<file path="config.mk">
export PLATFORM = sky130hd
export DESIGN_NAME = result_buffer
export DESIGN_NICKNAME = d
export VERILOG_FILES = /design/src/rtl/cnn_buf_pkg.sv /design/src/rtl/sync_fifo.sv /design/src/rtl/result_buffer.sv
export SDC_FILE = /design/constraint.sdc
export NUM_CORES = 1
export LEC_CHECK = 0
export ABC_AREA = 1
export CAP_MARGIN = 5
export CELL_PAD_IN_SITES_DETAIL_PLACEMENT = 1
export CELL_PAD_IN_SITES_GLOBAL_PLACEMENT = 2
export CORE_MARGIN = 2
export CORE_UTILIZATION = 39
export CTS_BUF_LIST = sky130_fd_sc_hd__clkbuf_2 sky130_fd_sc_hd__clkbuf_4 sky130_fd_sc_hd__clkbuf_8
export CTS_CLUSTER_DIAMETER = 40
export DETAILED_ROUTE_END_ITERATION = 6
export PLACE_DENSITY_LB_ADDON = 0.1
export SLEW_MARGIN = 20
export SYNTH_ARGS = -nofsm -noshare
export SYNTH_HDL_FRONTEND = slang
export SYNTH_SLANG_ARGS = --single-unit
</file>
<file path="constraint.sdc">
create_clock -name clk -period 2.5 [get_ports clk]
set_input_delay 0.375 -clock clk [delete_from_list [all_inputs] [get_ports clk]]
set_output_delay 0.375 -clock clk [all_outputs]
set_load 0.02 [all_outputs]
</file>
<file path="src/rtl/cnn_buf_pkg.sv">
// Shared definitions for the CNN result-path buffers: bus width, default
// element width and the two-state pack machine encoding.
package cnn_buf_pkg;

    localparam int AXI_WIDTH      = 32;
    localparam int DATA_WIDTH_DEF = 16;

    typedef enum logic {
        LO_EMPTY   = 1'b0,
        HI_PENDING = 1'b1
    } pack_state_t;

endpackage

</file>
<file path="src/rtl/sync_fifo.sv">
// Generic single-clock FIFO; occupancy is tracked by an explicit counter so
// full/empty never rely on pointer equality.
module sync_fifo #(
    parameter int WIDTH = 32,
    parameter int DEPTH = 8
) (
    input  logic                   clk,
    input  logic                   nrst,
    input  logic                   push,
    input  logic [WIDTH-1:0]       wdata,
    input  logic                   pop,
    output logic [WIDTH-1:0]       rdata,
    output logic                   full,
    output logic                   empty,
    output logic [$clog2(DEPTH):0] count
);

    localparam int AW = $clog2(DEPTH);
    localparam int CW = AW + 1;

    logic [WIDTH-1:0] r_mem [DEPTH];
    logic [AW-1:0]    r_wr_ptr;
    logic [AW-1:0]    r_rd_ptr;
    logic [CW-1:0]    r_count;
    logic             w_do_push;
    logic             w_do_pop;

    assign w_do_push = push && !full;
    assign w_do_pop  = pop && !empty;

    // Storage array, cleared so the head reads zero out of reset
    always_ff @(posedge clk or negedge nrst) begin
        if (!nrst) begin
            for (int i = 0; i < DEPTH; i++) begin
                r_mem[i] <= {WIDTH{1'b0}};
            end
        end else if (w_do_push) begin
            r_mem[r_wr_ptr] <= wdata;
        end
    end

    // Pointers wrap naturally because DEPTH is a power of two
    always_ff @(posedge clk or negedge nrst) begin
        if (!nrst) begin
            r_wr_ptr <= {AW{1'b0}};
            r_rd_ptr <= {AW{1'b0}};
        end else begin
            if (w_do_push) begin
                r_wr_ptr <= r_wr_ptr + AW'(1);
            end
            if (w_do_pop) begin
                r_rd_ptr <= r_rd_ptr + AW'(1);
            end
        end
    end

    // Occupancy counter
    always_ff @(posedge clk or negedge nrst) begin
        if (!nrst) begin
            r_count <= {CW{1'b0}};
        end else begin
            case ({w_do_push, w_do_pop})
                2'b10:   r_count <= r_count + CW'(1);
                2'b01:   r_count <= r_count - CW'(1);
                default: r_count <= r_count;
            endcase
        end
    end

    assign full  = (r_count == CW'(DEPTH));
    assign empty = (r_count == {CW{1'b0}});
    assign count = r_count;
    assign rdata = r_mem[r_rd_ptr];

endmodule

</file>
<file path="src/rtl/result_buffer.sv">
// Packs systolic-array result elements two per 32-bit word into a FIFO.
// Optional RESULT_BUFFER_ROW_PAD_EN flushes a half word at the end of odd rows.
module result_buffer
    import cnn_buf_pkg::*;
#(
    parameter int DATA_WIDTH = DATA_WIDTH_DEF,
    parameter int DEPTH      = 8
) (
    input  logic                   clk,
    input  logic                   nrst,
    input  logic                   in_vld,
    input  logic [DATA_WIDTH-1:0]  data_in,
    output logic                   in_rdy,
    input  logic [4:0]             result_dim,
    output logic [AXI_WIDTH-1:0]   out_data,
    output logic                   out_vld,
    input  logic                   out_rdy,
    output logic                   done,
    output logic [$clog2(DEPTH):0] level
);

    localparam int HALF = AXI_WIDTH / 2;

    pack_state_t          r_state;
    pack_state_t          w_state_nxt;
    logic [HALF-1:0]      r_lo;
    logic [HALF-1:0]      w_lo_nxt;
    logic [HALF-1:0]      w_elem;
    logic [4:0]           r_row_cnt;
    logic                 r_done;
    logic                 w_full;
    logic                 w_empty;
    logic                 w_accept;
    logic                 w_row_last;
    logic                 w_push;
    logic [AXI_WIDTH-1:0] w_push_data;

    if (DATA_WIDTH >= HALF) begin : g_trunc
        assign w_elem = data_in[HALF-1:0];
    end else begin : g_ext
        assign w_elem = {{(HALF-DATA_WIDTH){1'b0}}, data_in};
    end

    assign in_rdy     = !w_full;
    assign w_accept   = in_vld && in_rdy;
    assign w_row_last = w_accept && (result_dim != 5'd0) &&
                        (r_row_cnt == (result_dim - 5'd1));

    // Pack machine: low half first, the high half completes and pushes the word
    always_comb begin
        w_state_nxt = r_state;
        w_lo_nxt    = r_lo;
        w_push      = 1'b0;
        w_push_data = {AXI_WIDTH{1'b0}};
        case (r_state)
            LO_EMPTY: begin
                if (w_accept) begin
`ifdef RESULT_BUFFER_ROW_PAD_EN
                    if (w_row_last && result_dim[0]) begin
                        w_push      = 1'b1;
                        w_push_data = {{HALF{1'b0}}, w_elem};
                        w_lo_nxt    = {HALF{1'b0}};
                    end else begin
                        w_lo_nxt    = w_elem;
                        w_state_nxt = HI_PENDING;
                    end
`else
                    w_lo_nxt    = w_elem;
                    w_state_nxt = HI_PENDING;
`endif
                end else begin
                    w_state_nxt = LO_EMPTY;
                end
            end
            HI_PENDING: begin
                if (w_accept) begin
                    w_push      = 1'b1;
                    w_push_data = {w_elem, r_lo};
                    w_lo_nxt    = {HALF{1'b0}};
                    w_state_nxt = LO_EMPTY;
                end else begin
                    w_state_nxt = HI_PENDING;
                end
            end
            default: begin
                w_state_nxt = LO_EMPTY;
                w_lo_nxt    = {HALF{1'b0}};
            end
        endcase
    end

    // Pack state and pending low half
    always_ff @(posedge clk or negedge nrst) begin
        if (!nrst) begin
            r_state <= LO_EMPTY;
            r_lo    <= {HALF{1'b0}};
        end else begin
            r_state <= w_state_nxt;
            r_lo    <= w_lo_nxt;
        end
    end

    // Row counter idles at zero while row tracking is disabled
    always_ff @(posedge clk or negedge nrst) begin
        if (!nrst) begin
            r_row_cnt <= 5'd0;
        end else if (result_dim == 5'd0) begin
            r_row_cnt <= 5'd0;
        end else if (w_row_last) begin
            r_row_cnt <= 5'd0;
        end else if (w_accept) begin
            r_row_cnt <= r_row_cnt + 5'd1;
        end
    end

    // End-of-row pulse, one cycle after the last element of the row
    always_ff @(posedge clk or negedge nrst) begin
        if (!nrst) begin
            r_done <= 1'b0;
        end else begin
            r_done <= w_row_last;
        end
    end

    assign done    = r_done;
    assign out_vld = !w_empty;

    sync_fifo #(
        .WIDTH (AXI_WIDTH),
        .DEPTH (DEPTH)
    ) u_fifo (
        .clk   (clk),
        .nrst  (nrst),
        .push  (w_push),
        .wdata (w_push_data),
        .pop   (out_vld && out_rdy),
        .rdata (out_data),
        .full  (w_full),
        .empty (w_empty),
        .count (level)
    );

endmodule

</file>
* Word-level counts from Yosys, hierarchy flattened *
Cells that the tools add are included.

word-level totals
  bits in registers = 289
  input port bits = 25

operators by class
  add/sub/neg operators = 6
  magnitude comparators = 3
  equal/unequal tests = 6
  mux-type cells = 19
  bitwise operators = 3
  reductions and logical operators = 15

operators with widths
  kind                                                                  count
  256-bit bitwise mux                                                   1
  32-bit 2-to-1 mux                                                     5
  32-bit binary-select mux with 3-bit select                            1
  32-bit demux with 3-bit select                                        1
  16-bit 2-to-1 mux                                                     2
  16-bit case mux with 2 select lines                                   1
  5-bit 2-to-1 mux                                                      3
  4-bit greater-or-equal comparator, second input constant              2
  3-bit inverter with 4-bit output                                      2
  4-bit case mux with 2 select lines                                    1
  1-bit logical AND                                                     7
  3-bit by 1-bit adder with 3-bit output, second input constant         2
  5-bit by 1-bit adder with 5-bit output, second input constant         1
  5-bit equality test                                                   1
  5-bit logical NOT                                                     1
  5-bit nonzero test                                                    1
  5-bit by 1-bit subtractor with 5-bit output, second input constant    1
  4-bit by 1-bit adder with 4-bit output, second input constant         1
  4-bit equality test, second input constant                            1
  4-bit logical NOT                                                     1
  4-bit by 1-bit < comparator with 1-bit output, second input constant  1
  4-bit by 1-bit subtractor with 4-bit output, second input constant    1
  1-bit 2-to-1 mux                                                      3
  3-bit nonzero test                                                    1
  9 further kinds                                                       10

* Depth between registers and ports, before layout *
  depth after elaboration = 8
  depth in mapped cells = 15
  gate-level depth less buffers = 15

* Cells and area by module *
Synthesis repeated with hierarchy kept, for this count alone.

second synthesis, totals
  cell total of the unflattened synthesis = 2309
  area total of the unflattened synthesis = 15837.7 sq um

by module, submodules not included
  module         instances  cells each  area an instance (sq um)  seq. area each (sq um)
  sync_fifo      1          2101        14397.6                   6656.4
  result_buffer  1          208         1440.1                    575.6

* Worst setup path before layout *
Ideal clock, no wire load.

  path type = reg2reg
  from = register u_fifo.r_count[0], in the netlist u_fifo.count[0]
  to = register u_fifo.r_count[2], in the netlist u_fifo.count[2]
  data arrival time = 2.376 ns
  required time = 2.417 ns
  path slack = 0.042 ns
  stages on the path, launching flop included = 13
  period minus slack after synthesis = 2.458 ns
  cells stage by stage = dfrtp_1 -> nor2_2 -> nand3_4 -> nand2_4 -> inv_1 -> ha_1 -> nand2_4 -> ha_1 -> xor2_1 -> ha_1 -> a21oi_1 -> xor2_1 -> o21ai_0

between the ends
  word-level cells in the longest chain between the ends = 8
  elaborated cells on any way between the ends = 16
  those cells by class = add/sub: 2; eq/ne: 3; mux: 3; reduce/logical: 8

RTL lines
  item                                                                                          line                 RTL
  start, declared                                                                               sync_fifo.sv:24      logic [CW-1:0] r_count;
  start signal, assigned                                                                        sync_fifo.sv:60      r_count <= {CW{1'b0}};
  start signal, assigned                                                                        sync_fifo.sv:63      2'b10: r_count <= r_count + CW'(1);
  start signal, assigned                                                                        sync_fifo.sv:64      2'b01: r_count <= r_count - CW'(1);
  4-bit equality test (*)                                                                       sync_fifo.sv:70      assign full = (r_count == CW'(DEPTH));
  1-bit logical NOT (*)                                                                         result_buffer.sv:44  assign in_rdy = !w_full;
  named net in_rdy                                                                              result_buffer.sv:13  output logic in_rdy,
  1-bit logical AND                                                                             result_buffer.sv:45  assign w_accept = in_vld && in_rdy;
  1-bit 2-to-1 mux                                                                              result_buffer.sv:76  if (w_accept) begin
  1-bit 2-to-1 mux                                                                              result_buffer.sv:55  case (r_state)
  1-bit logical AND (*)                                                                         sync_fifo.sv:28      assign w_do_push = push && !full;
  2-bit by 1-bit equality test with 1-bit output / 2-bit equality test (equally long branches)  sync_fifo.sv:62      case ({w_do_push, w_do_pop})
  4-bit case mux with 2 select lines / 2-bit nonzero test (equally long branches)               --

Mark *: on every way through the listed nets, which the timed path passes. The rest lies on a longest branch.
A chain may end at the register's enable or synchronous reset.

* Worst setup path in the final report *
  from = register u_fifo.r_rd_ptr[0]
  to = output out_data[31]

between the ends
  word-level cells in the longest chain between the ends = 4

RTL lines
  item                                                    line                 RTL
  start, declared                                         sync_fifo.sv:23      logic [AW-1:0] r_rd_ptr;
  start signal, assigned                                  sync_fifo.sv:46      r_rd_ptr <= {AW{1'b0}};
  start signal, assigned                                  sync_fifo.sv:52      r_rd_ptr <= r_rd_ptr + AW'(1);
  3-bit inverter with 4-bit output (implied by the code)  sync_fifo.sv:73      assign rdata = r_mem[r_rd_ptr];
  32-bit binary-select mux with 3-bit select              sync_fifo.sv:73
  32-bit 2-to-1 mux (implied by the code) (2 in a row)    sync_fifo.sv:73
  end, declared                                           result_buffer.sv:15  output logic [AXI_WIDTH-1:0] out_data,

No other way between the ends. The select of a mux whose other input is x is not followed.

==> flow_summary.json <==
{
  "min_path_type": "primary input to async pin",
  "h-tree-depth": 2,
  "worst_slew_pin_slew_ns": 0.723,
  "worstPathArrival_ns": 2.13,
  "synth_edf_count": 0,
  "final_cell_area_um2": 16400,
  "viasPerCell": 5.20,
  "synth-seq-area-share": 0.533,
  "dieWidth_um": 191,
  "die_area_um2": 36300,
  "powerDensity_nw_per_um2": 1360,
  "fin_crit_ns": 2.51,
  "num_vias": 11000,
  "total_power_mw": 22.3,
  "avgSynthCellArea_um2": 8.80,
  "grt_max_degree": 79,
  "place.gp.congestion": 0.742,
  "clock_skew_ns": 0.0207,
  "drc": 0,
  "initial_core_util": 0.395,
  "synth_flop_cell": "dfrtp_1",
  "cts_buffers": 54,
  "setup_violations": 2,
  "final_net_count": 1657,
  "root_buffer": "clkbuf_8",
  "path_clk_slew_ns": 0.06,
  "ant_nets": 0,
  "insertion_delay_ns": 0.59,
  "grt_pass1_vias": 11600,
  "cap_violations": 0,
  "initialDrtViolationCount": 598,
  "place_area_um2": 14800,
  "fin_ws_ns": -0.00526,
  "layout_commonest_cell": "nand2_1",
  "post-route-period-util": 1.00,
  "synth_nets": 1577,
  "ys_async_sr_fraction": 1.00,
  "grtUsageTotal": 0.237,
  "areaGrowthSynthToFinish_pct": 21.0,
  "r2r_slack_ns": 0.21,
  "rr_startpoint": "u_fifo.count[1]",
  "rows": 68,
  "crit_fanout": 7,
  "path_class": "register to output pin",
  "yosysWarnings": 0,
  "final_cell_mix": "416 x nand2_1, 286 x dfrtp_1, 285 x o21ai_1, 123 x nor2_1, 90 x o21ai_0",
  "cts_buffer_depth": 3,
  "placed_cells": 2003,
  "critical_path_required_ns": 2.12,
  "antennaDiodeCount": 0,
  "end_kind": "output pin",
  "violations": "negative setup slack",
  "drive_above_1_share": 0.172,
  "hold_violations": 0,
  "fillers": 4015,
  "die_h_um": 191,
  "wl_per_cell_um": 19.7,
  "start_kind": "register",
  "syn_area_um2": 13600,
  "status": "finished, violations left",
  "fmax_mhz": 399,
  "p_leak_nw": 7.61,
  "grt_pass1_wl_um": 66600,
  "wirelength_um": 41700,
  "port_buffers": 63,
  "drv_slew": 0,
  "synth_cells": 1542,
  "fin_hold_ws_ns": 0.389,
  "grt_overflow": 0,
  "hpwlAfterDp_um": 23900,
  "r2r-end": "u_fifo.count[2]",
  "worst_r2r_path_depth": 12,
  "synth_seq_cells": 289,
  "drt_first_pass_iters": 4,
  "rsz0062_at_grt": "true",
  "final_cells": 2115,
  "synth.distinct_cells": 29,
  "core_region_area_um2": 34400,
  "antenna_found_initial": 0,
  "clock-sinks": 289,
  "ios": 64,
  "slew_headroom": 0.518,
  "peakVddDrop_v": 0.000586,
  "cts_tree": "yes"
}
[layout make-up]
class	count	area (um^2)	share of cell area
inverters	26	110	0.00670
clock buffers	82	1040	0.0634
flip-flops and latches	289	7240	0.441
repair buffers	124	1690	0.103
well taps	455	569	0.0347
clock inverters	12	115	0.00701
multi-input cells	1127	5660	0.345
[logic make-up (layout without fill, tap and decap cells)]
kind of cell,count (synthesis),count (layout),synth area share
AND/OR/NAND/NOR,636,636,0.197
AO/OA/AOI/OAI,438,438,0.172
flip-flops,289,289,0.533
buffers and inverters,126,244,0.0582
multiplexers,32,32,0.0236
XOR/XNOR,11,11,0.00710
adder cells (fa/ha/maj),10,10,0.00922
[flip-flops by register name, indices dropped and copies added (netlist names)]
| name | cells |
|---|---|
| r_lo | 16 |
| u_fifo.count | 4 |
| u_fifo.r_wr_ptr | 3 |
| u_fifo.r_rd_ptr | 3 |
| u_fifo.r_mem | 256 |
| r_state | 1 |
| r_row_cnt | 5 |
| done | 1 |
[per-stage QoR]
stage	utilization	TNS, ns	setup slack [ns]
CTS	0.473	-0.465	-0.0601
global route	0.478	-1.71	-0.0959
floorplan	-	0	0.0418
global placement	0.429	0	0.0894
detailed placement	0.429	0	0.0531
finish	0.478	-0.00830	-0.00526
[cells in the mapped netlist, types with 13 or more instances]
master	count	area [um^2]
nand3_1	29	145
buf_4	18	135
o22ai_1	32	200
inv_1	23	86.3
o21ai_1	235	1180
o21ai_0	140	701
buf_2	13	65.1
o21ai_2	27	236
nor2_1	144	541
buf_6	31	349
nand2_4	20	225
dfrtp_1	289	7230
mux2i_1	32	320
nand2_1	424	1590
clkbuf_1	34	128
[worst max-delay path, stage by stage (launching register included)]
cell     delay (ns)
dfrtp_4        0.51
buf_12         0.15
buf_12         0.14
buf_16         0.15
mux2i_1        0.18
o22ai_1        0.09
nand2_1        0.09
nand2_2        0.08
buf_6          0.14
[timing repair]
action                                  CTS  global route
hold endpoints to repair                 70             0
hold buffers                              1             0
cloned                                   10             2
endpoints found under the setup margin   32            33
pin swaps                                10            13
setup buffers                             6             0
gates resized for setup                 206            65
[power breakdown]
part           total [mW]  switching, mW  internal (mW)  leakage, nW
registers            7.48           1.11           6.37         3.93
clock network        4.86           2.01           2.84        0.613
logic                10.0           5.93           4.07         3.07
[layer usage]
metal,track usage,share of wire,up-vias
met3,0.0340,0.028,55
met1,0.320,0.47,5509
li1,-,-,5303
met2,0.402,0.48,138
met4,0.0584,0.018,0
met5,0,0,-
[how the worst max path moves through the flow]
stage,start,to,slack (ns),depth (start not counted)
6_report,u_fifo.r_rd_ptr[0],out_data[31],-0.005,8
5_1_grt,u_fifo.r_rd_ptr[0],out_data[26],-0.1,9
4_1_cts,u_fifo.r_rd_ptr[0],out_data[1],-0.06,8
3_5_place_dp,in_vld,u_fifo.count[2],0.05,11
3_3_place_gp,in_vld,u_fifo.count[2],0.09,11
2_1_floorplan,u_fifo.count[0],u_fifo.count[2],0.04,12
No activity file was read; power rests on OpenSTA's default activity.
